File: config.mk
export PLATFORM = sky130hd
export DESIGN_NAME = pwm_multi_channel
export DESIGN_NICKNAME = d
export VERILOG_FILES = /design/src/rtl/pwm_multi_pkg.sv /design/src/rtl/pwm_channel.sv /design/src/rtl/pwm_multi_channel.sv
export SDC_FILE = /design/constraint.sdc
export NUM_CORES = 1
export LEC_CHECK = 0
export CORE_MARGIN = 5
export CORE_UTILIZATION = 65
export CTS_CLUSTER_SIZE = 20
export DETAILED_ROUTE_END_ITERATION = 8
export PLACE_DENSITY = 0.85
export SETUP_SLACK_MARGIN = 0.02
export SYNTH_ARGS = -nofsm -noshare
export SYNTH_HDL_FRONTEND = slang
export SYNTH_SLANG_ARGS = --single-unit
File: constraint.sdc
create_clock -name clk -period 5.4 [get_ports clk]
set_input_delay 1.62 -clock clk [delete_from_list [all_inputs] [get_ports clk]]
set_output_delay 1.62 -clock clk [all_outputs]
set_load 0.02 [all_outputs]
File: src/rtl/pwm_multi_pkg.sv
// pwm_multi_pkg: register map, CTRL bit positions and counter mode for pwm_multi_channel
package pwm_multi_pkg;
  localparam int ADDR_CTRL = 'h00;
  localparam int ADDR_TOP = 'h01;
  localparam int ADDR_PRESC = 'h02;
  localparam int ADDR_DUTY_BASE = 'h10;
  localparam int CTRL_MODE = 0;
  localparam int CTRL_RUN = 1;
  typedef enum logic {MODE_EDGE = 1'b0, MODE_CENTRE = 1'b1} mode_e;
endpackage

File: src/rtl/pwm_channel.sv
// pwm_channel: double-buffered duty, compare against shared counter, enable mux and output flop
module pwm_channel
  import pwm_multi_pkg::*;
#(
  parameter int CNT_W = 8
) (
  input  logic             clk,
  input  logic             rst,
  input  logic             we,
  input  logic [CNT_W-1:0] wdata,
  input  logic             load,
  input  logic             run,
  input  logic [CNT_W-1:0] cnt,
  input  logic             en_out,
  input  logic             en_pwm,
  output logic             pwm_out
);
  logic [CNT_W-1:0] duty_sh_q, duty_sh_d, duty_act_q, duty_act_d;
  logic pwm_q, pwm_d, raw;
  always_comb begin
    duty_sh_d = we ? wdata : duty_sh_q;
    duty_act_d = load ? duty_sh_q : duty_act_q;
    raw = run && cnt < duty_act_q;
    pwm_d = en_out && (!en_pwm || raw);
  end
  always_ff @(posedge clk) begin
    if (rst) begin
      duty_sh_q <= '0;
      duty_act_q <= '0;
      pwm_q <= 1'b0;
    end else begin
      duty_sh_q <= duty_sh_d;
      duty_act_q <= duty_act_d;
      pwm_q <= pwm_d;
    end
  end
  assign pwm_out = pwm_q;
endmodule

File: src/rtl/pwm_multi_channel.sv
// pwm_multi_channel: shared prescaled edge/centre counter driving NUM_CH double-buffered PWM channels
module pwm_multi_channel
  import pwm_multi_pkg::*;
#(
  parameter int NUM_CH = 16,
  parameter int CNT_W = 8,
  parameter int ADDR_W = 8
) (
  input  logic              clk,
  input  logic              rst,
  input  logic              cfg_we,
  input  logic [ADDR_W-1:0] cfg_addr,
  input  logic [CNT_W-1:0]  cfg_wdata,
  input  logic [NUM_CH-1:0] en_out,
  input  logic [NUM_CH-1:0] en_pwm,
  output logic [NUM_CH-1:0] pwm_out,
  output logic              period_start
);
  mode_e mode_q, mode_d;
  logic run_q, run_d, down_q, down_d, new_q, new_d, ps_q, ps_d;
  logic [CNT_W-1:0] top_sh_q, top_sh_d, top_act_q, top_act_d;
  logic [CNT_W-1:0] presc_sh_q, presc_sh_d, presc_act_q, presc_act_d;
  logic [CNT_W-1:0] pre_q, pre_d, cnt_q, cnt_d;
  logic ctrl_wr, restart, tick, wrap, load;
  always_comb begin
    ctrl_wr = cfg_we && cfg_addr == ADDR_W'(ADDR_CTRL);
    mode_d = ctrl_wr ? mode_e'(cfg_wdata[CTRL_MODE]) : mode_q;
    run_d = ctrl_wr ? cfg_wdata[CTRL_RUN] : run_q;
    restart = ctrl_wr && (mode_d != mode_q || (run_d && !run_q));
    tick = run_q && pre_q >= presc_act_q;
    wrap = top_act_q == '0 || (mode_q == MODE_EDGE ? cnt_q >= top_act_q : down_q && cnt_q == CNT_W'(1));
    load = !run_q || (tick && wrap);
    top_sh_d = cfg_we && cfg_addr == ADDR_W'(ADDR_TOP) ? cfg_wdata : top_sh_q;
    presc_sh_d = cfg_we && cfg_addr == ADDR_W'(ADDR_PRESC) ? cfg_wdata : presc_sh_q;
    top_act_d = load ? top_sh_q : top_act_q;
    presc_act_d = load ? presc_sh_q : presc_act_q;
    pre_d = restart || !run_q || tick ? '0 : pre_q + CNT_W'(1);
    cnt_d = cnt_q;
    down_d = down_q;
    if (restart || !run_q || (tick && wrap)) begin
      cnt_d = '0;
      down_d = 1'b0;
    end else if (tick) begin
      cnt_d = mode_q == MODE_CENTRE && down_q ? cnt_q - CNT_W'(1) : cnt_q + CNT_W'(1);
      down_d = mode_q == MODE_CENTRE && (down_q || cnt_d >= top_act_q);
    end
    new_d = restart ? run_d : tick && wrap;
    ps_d = new_q && run_q;
  end
  always_ff @(posedge clk) begin
    if (rst) begin
      mode_q <= MODE_EDGE;
      run_q <= 1'b0;
      top_sh_q <= '1;
      top_act_q <= '1;
      presc_sh_q <= '0;
      presc_act_q <= '0;
      pre_q <= '0;
      cnt_q <= '0;
      down_q <= 1'b0;
      new_q <= 1'b0;
      ps_q <= 1'b0;
    end else begin
      mode_q <= mode_d;
      run_q <= run_d;
      top_sh_q <= top_sh_d;
      top_act_q <= top_act_d;
      presc_sh_q <= presc_sh_d;
      presc_act_q <= presc_act_d;
      pre_q <= pre_d;
      cnt_q <= cnt_d;
      down_q <= down_d;
      new_q <= new_d;
      ps_q <= ps_d;
    end
  end
  assign period_start = ps_q;
  for (genvar k = 0; k < NUM_CH; k++) begin : g_ch
    pwm_channel #(.CNT_W(CNT_W)) u_ch (
      .clk(clk),
      .rst(rst),
      .we(cfg_we && cfg_addr == ADDR_W'(ADDR_DUTY_BASE + k)),
      .wdata(cfg_wdata),
      .load(load),
      .run(run_q),
      .cnt(cnt_q),
      .en_out(en_out[k]),
      .en_pwm(en_pwm[k]),
      .pwm_out(pwm_out[k])
    );
  end
endmodule

## After elaboration in Yosys (flattened, before gate mapping)

Cells that the tools add are included.

- Flip-flop bits (word level): 325
- Bits of input ports: 51
- Output and inout bits: 17
- Logic and storage cells: 209

- $add $sub $neg: 3
- Magnitude comparators: 19
- Eq/ne operators: 20
- Mux-type cells: 5
- Reduce and logical (&&, ||, !) cells: 103

Operator list:

| operator | count |
|---|---|
| 8-bit by 5-bit equality test with 1-bit output, second input constant | 16 |
| 8-bit less-than comparator | 16 |
| 1-bit logical AND | 59 |
| 8-bit greater-or-equal comparator | 3 |
| 1-bit logical OR | 23 |
| 1-bit logical NOT | 17 |
| 8-bit by 1-bit adder with 8-bit output, second input constant | 2 |
| 8-bit by 1-bit equality test with 1-bit output, second input constant | 2 |
| 8-bit logical NOT | 2 |
| 8-bit by 2-bit equality test with 1-bit output, second input constant | 1 |
| 8-bit two-way mux | 1 |
| 8-bit by 1-bit subtractor with 8-bit output, second input constant | 1 |
| 1-bit two-way mux | 4 |
| 2-bit OR reduction | 2 |
| 1-bit inequality test | 1 |

## Logic depth before layout (Yosys ltp)

Gate-level depths: netlist of the first run.

- Depth in word-level cells: 9
- Gate-level depth with buffers: 12
- Mapped depth without buffers: 11

## By module

From an unflattened synthesis of the first run, not the netlist that was laid out.

- Cell total of the unflattened synthesis: 1608
- Area total of the unflattened synthesis: 15501.1 um^2

By module, submodules not included:

| module | times used | cells an instance | area each (um^2) | seq. area each (um^2) |
|---|---|---|---|---|
| pwm_channel | 16 | 79 | 782.0 | 340.3 |
| pwm_multi_channel | 1 | 344 | 2989.1 | 1061.0 |

## Least setup slack after synthesis of the first run

No wires, ideal clock.

- Path kind: input -> register
- From: in cfg_addr[5]
- To: reg g_ch[2].u_ch.duty_sh_q[3]
- Library setup time: 128 ps
- Arrival time: 3188 ps
- Required time: 5272 ps
- Setup slack: 2084 ps
- Stages: 8
- Path buffers: 2
- Cells stage by stage: nor3_1 -> nand2_1 -> or3_1 -> clkbuf_1 -> or3_1 -> buf_2 -> mux2i_1 -> nor2_1

- Word-level cells in the longest chain between the ends: 2

Ends and longest elaborated chain:

| item | RTL line | text |
|---|---|---|
| from (decl) | pwm_multi_channel.sv:12 | `input logic [ADDR_W-1:0] cfg_addr,` |
| 8-bit by 5-bit equality test with 1-bit output | pwm_multi_channel.sv:82 | `.we(cfg_we && cfg_addr == ADDR_W'(ADDR_DUTY_BASE + k)),` |
| 1-bit logical AND | pwm_multi_channel.sv:82 |  |
| to (signal assigned) | pwm_channel.sv:32 | `duty_sh_q <= duty_sh_d;` |
| to (decl) | pwm_channel.sv:18 | `logic [CNT_W-1:0] duty_sh_q, duty_sh_d, duty_act_q, duty_act_d;` |

Every way passes these cells.
A chain may end at the register's enable or synchronous reset.

## Worst setup path in the final report of the first run

- From: in cfg_addr[5]
- To: reg g_ch[3].u_ch.duty_sh_q[5]

- Word-level cells in the longest chain between the ends: 2

Ends and longest elaborated chain:

| item | RTL line |
|---|---|
| 8-bit by 5-bit equality test with 1-bit output | pwm_multi_channel.sv:82 |
| 1-bit logical AND | pwm_multi_channel.sv:82 |
| to (signal assigned) | pwm_channel.sv:32 |
| to (decl) | pwm_channel.sv:18 |

Every way passes these cells.

==> flow_metrics.py, run 1 <==
metrics = {
    "run_status": {
        "status": "finished clean",
    },
    "synthesis": {
        "yosysMostFrequentCell": "nand2_1",
        "synth_top_cell_by_area": "dfxtp_1",
        "synth-seq-area-share_pct": 42.7,
        "synth_mux_area_share_pct": 5.32,
        "synth_edf_count": 0,
        "synth-simple-area-share_pct": 16.8,
        "synth_top_area_share_pct": 42.7,
        "synth_area_leaders": "dfxtp_1 43%, ha_1 12%, nand2_1 8.3%",
        "synth_compound_area_share_pct": 15.2,
        "syn_avg_cell_area_um2": 8.28,
        "synth_ff_type": "dfxtp_1",
        "synth-adder-area-share_pct": 11.5,
        "yosysUniqueCellTypes": 51,
        "synth_top_family_by_area": "simple AND/OR/NAND/NOR gates",
        "yosys-top-cells-count": "338 x nand2_1, 325 x dfxtp_1, 238 x a21oi_1, 161 x nor2_1, 142 x inv_1",
        "synth_nets": 2030,
        "yosysWarningCount": 0,
        "synth_seq_cells": 325,
        "synth_xor_area_share_pct": 1.09,
        "syn_area_um2": 15200,
        "syn_inst": 1839,
        "async_reset_ff_share_pct": 0,
    },
    "route": {
        "drc": 0,
        "final_antenna_net_count": 0,
        "finalWirelength_mm": 37.4,
        "wl_per_cell_um": 17.1,
        "dr.pass1.iters": 7,
        "vias_per_cell": 5.77,
        "drt_iter0_drc": 1207,
        "vias": 12600,
    },
    "layout": {
        "n_antenna_cell": 0,
        "syn_to_final_growth_pct": 12.1,
        "final_nets": 2034,
        "layout.cells.non_filler": 2186,
        "drive_above_1_share_pct": 4.98,
    },
    "timing": {
        "setup_tns_ns": 0,
        "finClkSkew_ns": 0.0117,
        "max_clock_freq_ghz": 0.248,
        "setup_viol_count_final": 0,
        "holdWs_ns": 0.448,
        "worst_slew_pin_slew_ns": 1.13,
        "layout_min_cycle_time_ns": 4.03,
        "rsz0062_at_grt": "false",
        "finalHoldViolations": 0,
        "slew_headroom_pct": 24.4,
        "finalCritPeriodShare_pct": 74.6,
        "slew_violations": 0,
    },
    "setup_path": {
        "path_cells": "clkdlybuf4s50_1 > nor3_1 > and2_1 > nand4_1 > nor3_2 > mux2i_1 > nor2_1",
        "cp-start-kind": "primary input",
        "worst_path_max_delay_cell": "nor3_2",
        "arrival_ns": 4.42,
        "cp_max_fo": 8,
        "slowest_delay_ns": 0.76,
        "worstSetupPathType": "in2reg",
        "cp-end-kind": "flip-flop",
        "required_ns": 5.79,
        "path_delay_family": "simple AND/OR/NAND/NOR gates",
        "worstPathBufferInverterCount": 1,
    },
    "clock_network": {
        "cts_setup_buffers": 0,
        "cts.clk_slew.worst_paths_ns": 0.06,
        "cts_sinks": 325,
        "cts.htree.levels": 2,
        "clock_latency_ns": 0.52,
        "ctsResizeCount": 0,
        "cts_inserted_buffers": 34,
        "cts_tree": "built",
        "clk_path_buf_depth": 3,
        "root_buffer": "clkbuf_16",
        "hold_buffers": 0,
    },
    "hold_path": {
        "hp-class": "reg2reg",
    },
    "grt": {
        "grt_use_total_pct": 27.9,
        "first_global_vias": 12100,
        "grt-ovfl-total": 0,
        "grt_max_degree": 167,
        "antenna_found_initial": 1,
        "grt_pass1_wl_mm": 60.3,
    },
    "floorplanning": {
        "die_h_um": 163,
        "row_count": 56,
        "dieArea_um2": 26600,
        "coreArea_um2": 23300,
        "start_util_pct": 65.5,
        "ioPinCount": 68,
        "dieWidth_um": 163,
    },
    "power": {
        "power.internal_uw": 3900,
        "vdd_drop_max_uv": 434,
        "power_density_nw_per_um2": 289,
        "leakage_uw": 0.00643,
        "clock_power_share_pct": 48.2,
        "p_seq_share_pct": 48.7,
        "p_comb_share_pct": 3.1,
        "swShare_pct": 21.0,
        "power_switching_uw": 1040,
    },
    "placement": {
        "hpwl_mm": 22.3,
        "port_buffers": 67,
        "place_inst": 2126,
        "finalWeightedCongestion": 0.848,
    },
    "run": {
        "max_cap_violations": 0,
    },
}
worst reg2reg max path: stages, from the launching register on:
cell and delay, ns:
dfxtp_1 0.43, ha_1 0.29, a211oi_1 0.24, o21ai_0 0.14
a221oi_2 0.73, a32o_4 1.00, buf_12 0.35, nand2_1 0.11
a21oi_1 0.14
area by class of cell:
cell class / instances / area, µm²
Clock buffer: 55 / 1100
Clock inverter: 5 / 50.0
Fill cell: 1689 / 6190
Inverter: 142 / 533
Multi-Input combinational cell: 1252 / 7620
Sequential cell: 325 / 6510
Tap cell: 319 / 399
Timing Repair Buffer: 88 / 858
state kept, by name (all words and copies together), names as in the netlist:
name                  count
g_ch.u_ch.duty_act_q    128
g_ch.u_ch.duty_sh_q     128
g_ch.u_ch.pwm_out        16
cnt_q                     8
pre_q                     8
presc_act_q               8
presc_sh_q                8
top_act_q                 8
top_sh_q                  8
down_q                    1
mode_q                    1
new_q                     1
period_start              1
run_q                     1
cell usage in the layout, fill, tap and decap left out, drive strengths merged, types with 8 or more instances in the layout:
| master | n |
|---|---|
| a211o | 16 |
| a21o | 51 |
| a21oi | 239 |
| a31oi | 17 |
| buf | 22 |
| clkbuf | 55 |
| clkdlybuf4s50 | 66 |
| dfxtp | 325 |
| ha | 140 |
| inv | 142 |
| mux2i | 81 |
| nand2 | 338 |
| nand2b | 19 |
| nand3 | 31 |
| nand3b | 19 |
| nor2 | 166 |
| nor3 | 8 |
| o21ai | 64 |
| xnor2 | 11 |
| xor2 | 8 |
stage by stage:
step,total power [µW],area [µm²],setup slack (ns),utilization [%]
6_report,4940,17100,1.37,73.4
5_1_grt,5070,17100,1.19,73.4
4_1_cts,4960,17100,1.41,73.4
3_5_place_dp,2610,15900,0.932,68.4
3_3_place_gp,2610,15900,0.999,68.4
2_1_floorplan,2530,15200,2.08,-
layer usage:
layer	vias to the layer above	share of wire (%)	global-route usage [%]	routed length, µm
met5	-	0	0	0
met4	0	3.5	11.3	1320
met3	121	7.0	4.84	2600
met2	403	48	47.3	17800
met1	5984	42	35.5	15700
li1	6099	-	-	-
logic make-up after synthesis:
kind of cell / after synthesis
AOI/OAI and AO/OA: 404
xor gates and xnor gates: 19
adders and majority gates: 140
buffers and inverters: 262
DFF: 325
muxes: 81
and+or+nand+nor: 608
power by group through the flow:
stage	clock, µW	sequential, µW	combinational (µW)
global route	2500	2400	164
floorplan	0	2460	76.9
finish	2380	2400	155
global placement	0	2460	150
CTS	2400	2400	153
detailed placement	0	2460	151
path summary, 6_finish.rpt:
path	startpoint	end	slack [ns]	cells past startpoint
max	cfg_addr[5]	g_ch[3].u_ch.duty_sh_q[5]	1.37	7
min	g_ch[9].u_ch.duty_act_q[3]	g_ch[9].u_ch.duty_act_q[3]	0.45	2
max reg2reg	pre_q[2]	g_ch[11].u_ch.duty_act_q[0]	1.88	8
min reg2reg	g_ch[9].u_ch.duty_act_q[3]	g_ch[9].u_ch.duty_act_q[3]	0.45	2
Power figures use the tool's default switching activity.
==> inputs of run 2 (changes only) <==
--- a/config.mk
+++ b/config.mk
@@ -6,10 +6,10 @@
 export NUM_CORES = 1
 export LEC_CHECK = 0
 export CORE_MARGIN = 5
-export CORE_UTILIZATION = 65
+export CORE_UTILIZATION = 61
 export CTS_CLUSTER_SIZE = 20
 export DETAILED_ROUTE_END_ITERATION = 8
-export PLACE_DENSITY = 0.85
+export PLACE_DENSITY = 0.8
 export SETUP_SLACK_MARGIN = 0.02
 export SYNTH_ARGS = -nofsm -noshare
 export SYNTH_HDL_FRONTEND = slang
==> constraint.sdc (replaced) <==
create_clock -name clk -period 4.15 [get_ports clk]
set_input_delay 1.245 -clock clk [delete_from_list [all_inputs] [get_ports clk]]
set_output_delay 1.245 -clock clk [all_outputs]
set_load 0.02 [all_outputs]
==> flow_metrics.py, run 2 (synthesis results as in run 1) <==
metrics = {
    "clock_network": {
        "hold_buffers": 0,
        "cts.htree.levels": 2,
        "clock_latency_ns": 0.51,
        "cts_tree": "built",
        "cts_setup_buffers": 0,
        "cts.clk_slew.worst_paths_ns": 0.06,
        "cts_inserted_buffers": 35,
        "ctsResizeCount": 0,
        "cts_sinks": 325,
        "clk_path_buf_depth": 3,
        "root_buffer": "clkbuf_16",
    },
    "layout": {
        "drive_above_1_share_pct": 5.63,
        "final_common_cell": "nand2_1",
        "final_cell_mix": "338 x nand2_1, 325 x dfxtp_1, 238 x a21oi_1",
        "syn_to_final_growth_pct": 13.0,
        "final_area_um2": 17200,
        "final_nets": 2049,
        "fillers": 1899,
    },
    "grt": {
        "grt-ovfl-total": 0,
        "grt_use_total_pct": 26.4,
        "antenna_found_initial": 2,
        "grt_max_degree": 132,
        "grt_pass1_wl_mm": 61.6,
        "first_global_vias": 12000,
    },
    "timing": {
        "setup_viol_count_final": 0,
        "layout_min_cycle_time_ns": 3.19,
        "setup_tns_ns": 0,
        "finalHoldViolations": 0,
        "slew_violations": 0,
        "max_clock_freq_ghz": 0.313,
        "worst_slew_pin_slew_ns": 0.882,
        "finClkSkew_ns": 0.0183,
        "rsz0062_at_grt": "false",
        "finalCritPeriodShare_pct": 76.9,
        "slew_headroom_pct": 41.0,
    },
    "floorplanning": {
        "dieWidth_um": 168,
        "ioPinCount": 68,
        "die_h_um": 168,
        "dieArea_um2": 28200,
        "row_count": 57,
        "start_util_pct": 62.2,
        "coreArea_um2": 24500,
    },
    "route": {
        "finalWirelength_mm": 37.7,
        "dr.pass1.iters": 5,
        "drt_iter0_drc": 1021,
        "vias": 12500,
        "vias_per_cell": 5.67,
        "final_antenna_net_count": 0,
        "wl_per_cell_um": 17.1,
        "drc": 0,
    },
    "setup_path": {
        "worst_path_max_delay_cell": "clkdlybuf4s50_1",
        "required_ns": 4.57,
        "arrival_ns": 3.61,
        "path_cells": "clkdlybuf4s50_1 > nor3_1 > nand2_1 > or3_1 > buf_4 > nor2_1 > nand2_1 > a21oi_1",
        "reg2regPathDepth": 9,
        "critPathCapture": "g_ch[14].u_ch.duty_sh_q[7]",
        "crit_path_start": "cfg_addr[5]",
        "r2r-end": "g_ch[6].u_ch.duty_act_q[0]",
        "r2r_setup_slack_ns": 1.13,
        "cp-end-kind": "flip-flop",
        "critPathMostFrequentCell": "nand2_1",
        "cp-start-kind": "primary input",
        "path_delay_family": "simple AND/OR/NAND/NOR gates",
        "slowest_delay_ns": 0.47,
        "worstPathBufferInverterCount": 2,
        "cp_max_fo": 27,
        "worstReg2RegStart": "cnt_q[5]",
        "critical_path_depth": 8,
        "worstSetupPathType": "in2reg",
    },
    "hold_path": {
        "hp-class": "reg2reg",
    },
    "power": {
        "leakage_uw": 0.00650,
        "vdd_drop_max_uv": 371,
        "power_density_nw_per_um2": 374,
    },
    "placement": {
        "placement.cell_area_um2": 16100,
        "finalWeightedCongestion": 0.852,
        "port_buffers": 67,
        "hpwl_mm": 23.8,
    },
    "run_status": {
        "status": "finished clean",
    },
    "run": {
        "max_cap_violations": 0,
    },
}
run 2: cell count changes in the layout (fill, tap and decap cells not counted), sizes merged:
cell	before	now
clkinv	4	8
buf	22	36
diode	0	1
bufinv	1	2
clkbuf	55	52
clkinvlp	0	1
run 2: worst min-delay path by stage:
stage | startpoint | endpoint | slack [ns] | depth (start not counted)
CTS | g_ch[0].u_ch.duty_act_q[1] | g_ch[0].u_ch.duty_act_q[1] | 0.45 | 2
global placement | g_ch[9].u_ch.duty_act_q[3] | g_ch[9].u_ch.duty_act_q[3] | 0.44 | 2
floorplan | new_q | period_start | 0.41 | 1
global route | g_ch[2].u_ch.duty_act_q[6] | g_ch[2].u_ch.duty_act_q[6] | 0.46 | 2
detailed placement | g_ch[7].u_ch.duty_act_q[4] | g_ch[7].u_ch.duty_act_q[4] | 0.44 | 2
finish | g_ch[14].u_ch.duty_sh_q[2] | g_ch[14].u_ch.duty_act_q[2] | 0.45 | 2
run 2: through the flow:
step | util, % | std cells | hold WS (ns) | worst slack [ns] | total power, µW
2_1_floorplan | - | 1839 | 0.406 | 1.21 | 3300
3_3_place_gp | 65.6 | 2145 | 0.438 | 0.534 | 3400
3_5_place_dp | 65.6 | 2145 | 0.443 | 0.456 | 3400
4_1_cts | 70.3 | 2208 | 0.451 | 0.987 | 6460
5_1_grt | 70.3 | 2209 | 0.463 | 0.789 | 6610
6_report | 70.3 | 2209 | 0.448 | 0.960 | 6430
run 2: cell type report:
class                           count  area, µm²  area share (%)
Antenna cell                        1       2.50          0.0145
Clock buffer                       52       1040            6.06
Clock inverter                     11        108           0.626
Inverter                          142        533            3.10
Multi-Input combinational cell   1252       7620            44.3
Sequential cell                   325       6510            37.8
Tap cell                          324        405            2.36
Timing Repair Buffer              102        988            5.75
run 2: where the power goes:
group	total, µW	internal [µW]	leakage (µW)	switching, µW
logic	208	74.9	0.00331	133
registers	3130	3130	0.00262	2.52
clock network	3090	1860	0.000569	1230
total	6430	5070	0.00650	1360
run 2: worst reg2reg max path, cell delays in order, from the launching register on:
cell      delay [ns]
dfxtp_1         0.70
ha_1            0.36
a21oi_1         0.15
o21ai_0         0.13
a221oi_1        0.27
buf_4           0.19
a32o_4          0.47
buf_12          0.37
nand2_1         0.14
a21oi_1         0.15
run 2: routing by layer:
layer	vias up	track usage [%]	part of all wire [%]
met5	-	0	0.019
met4	2	8.22	3.0
met3	94	3.85	7.1
met2	403	44.2	46
met1	5889	35.5	43
li1	6135	-	-
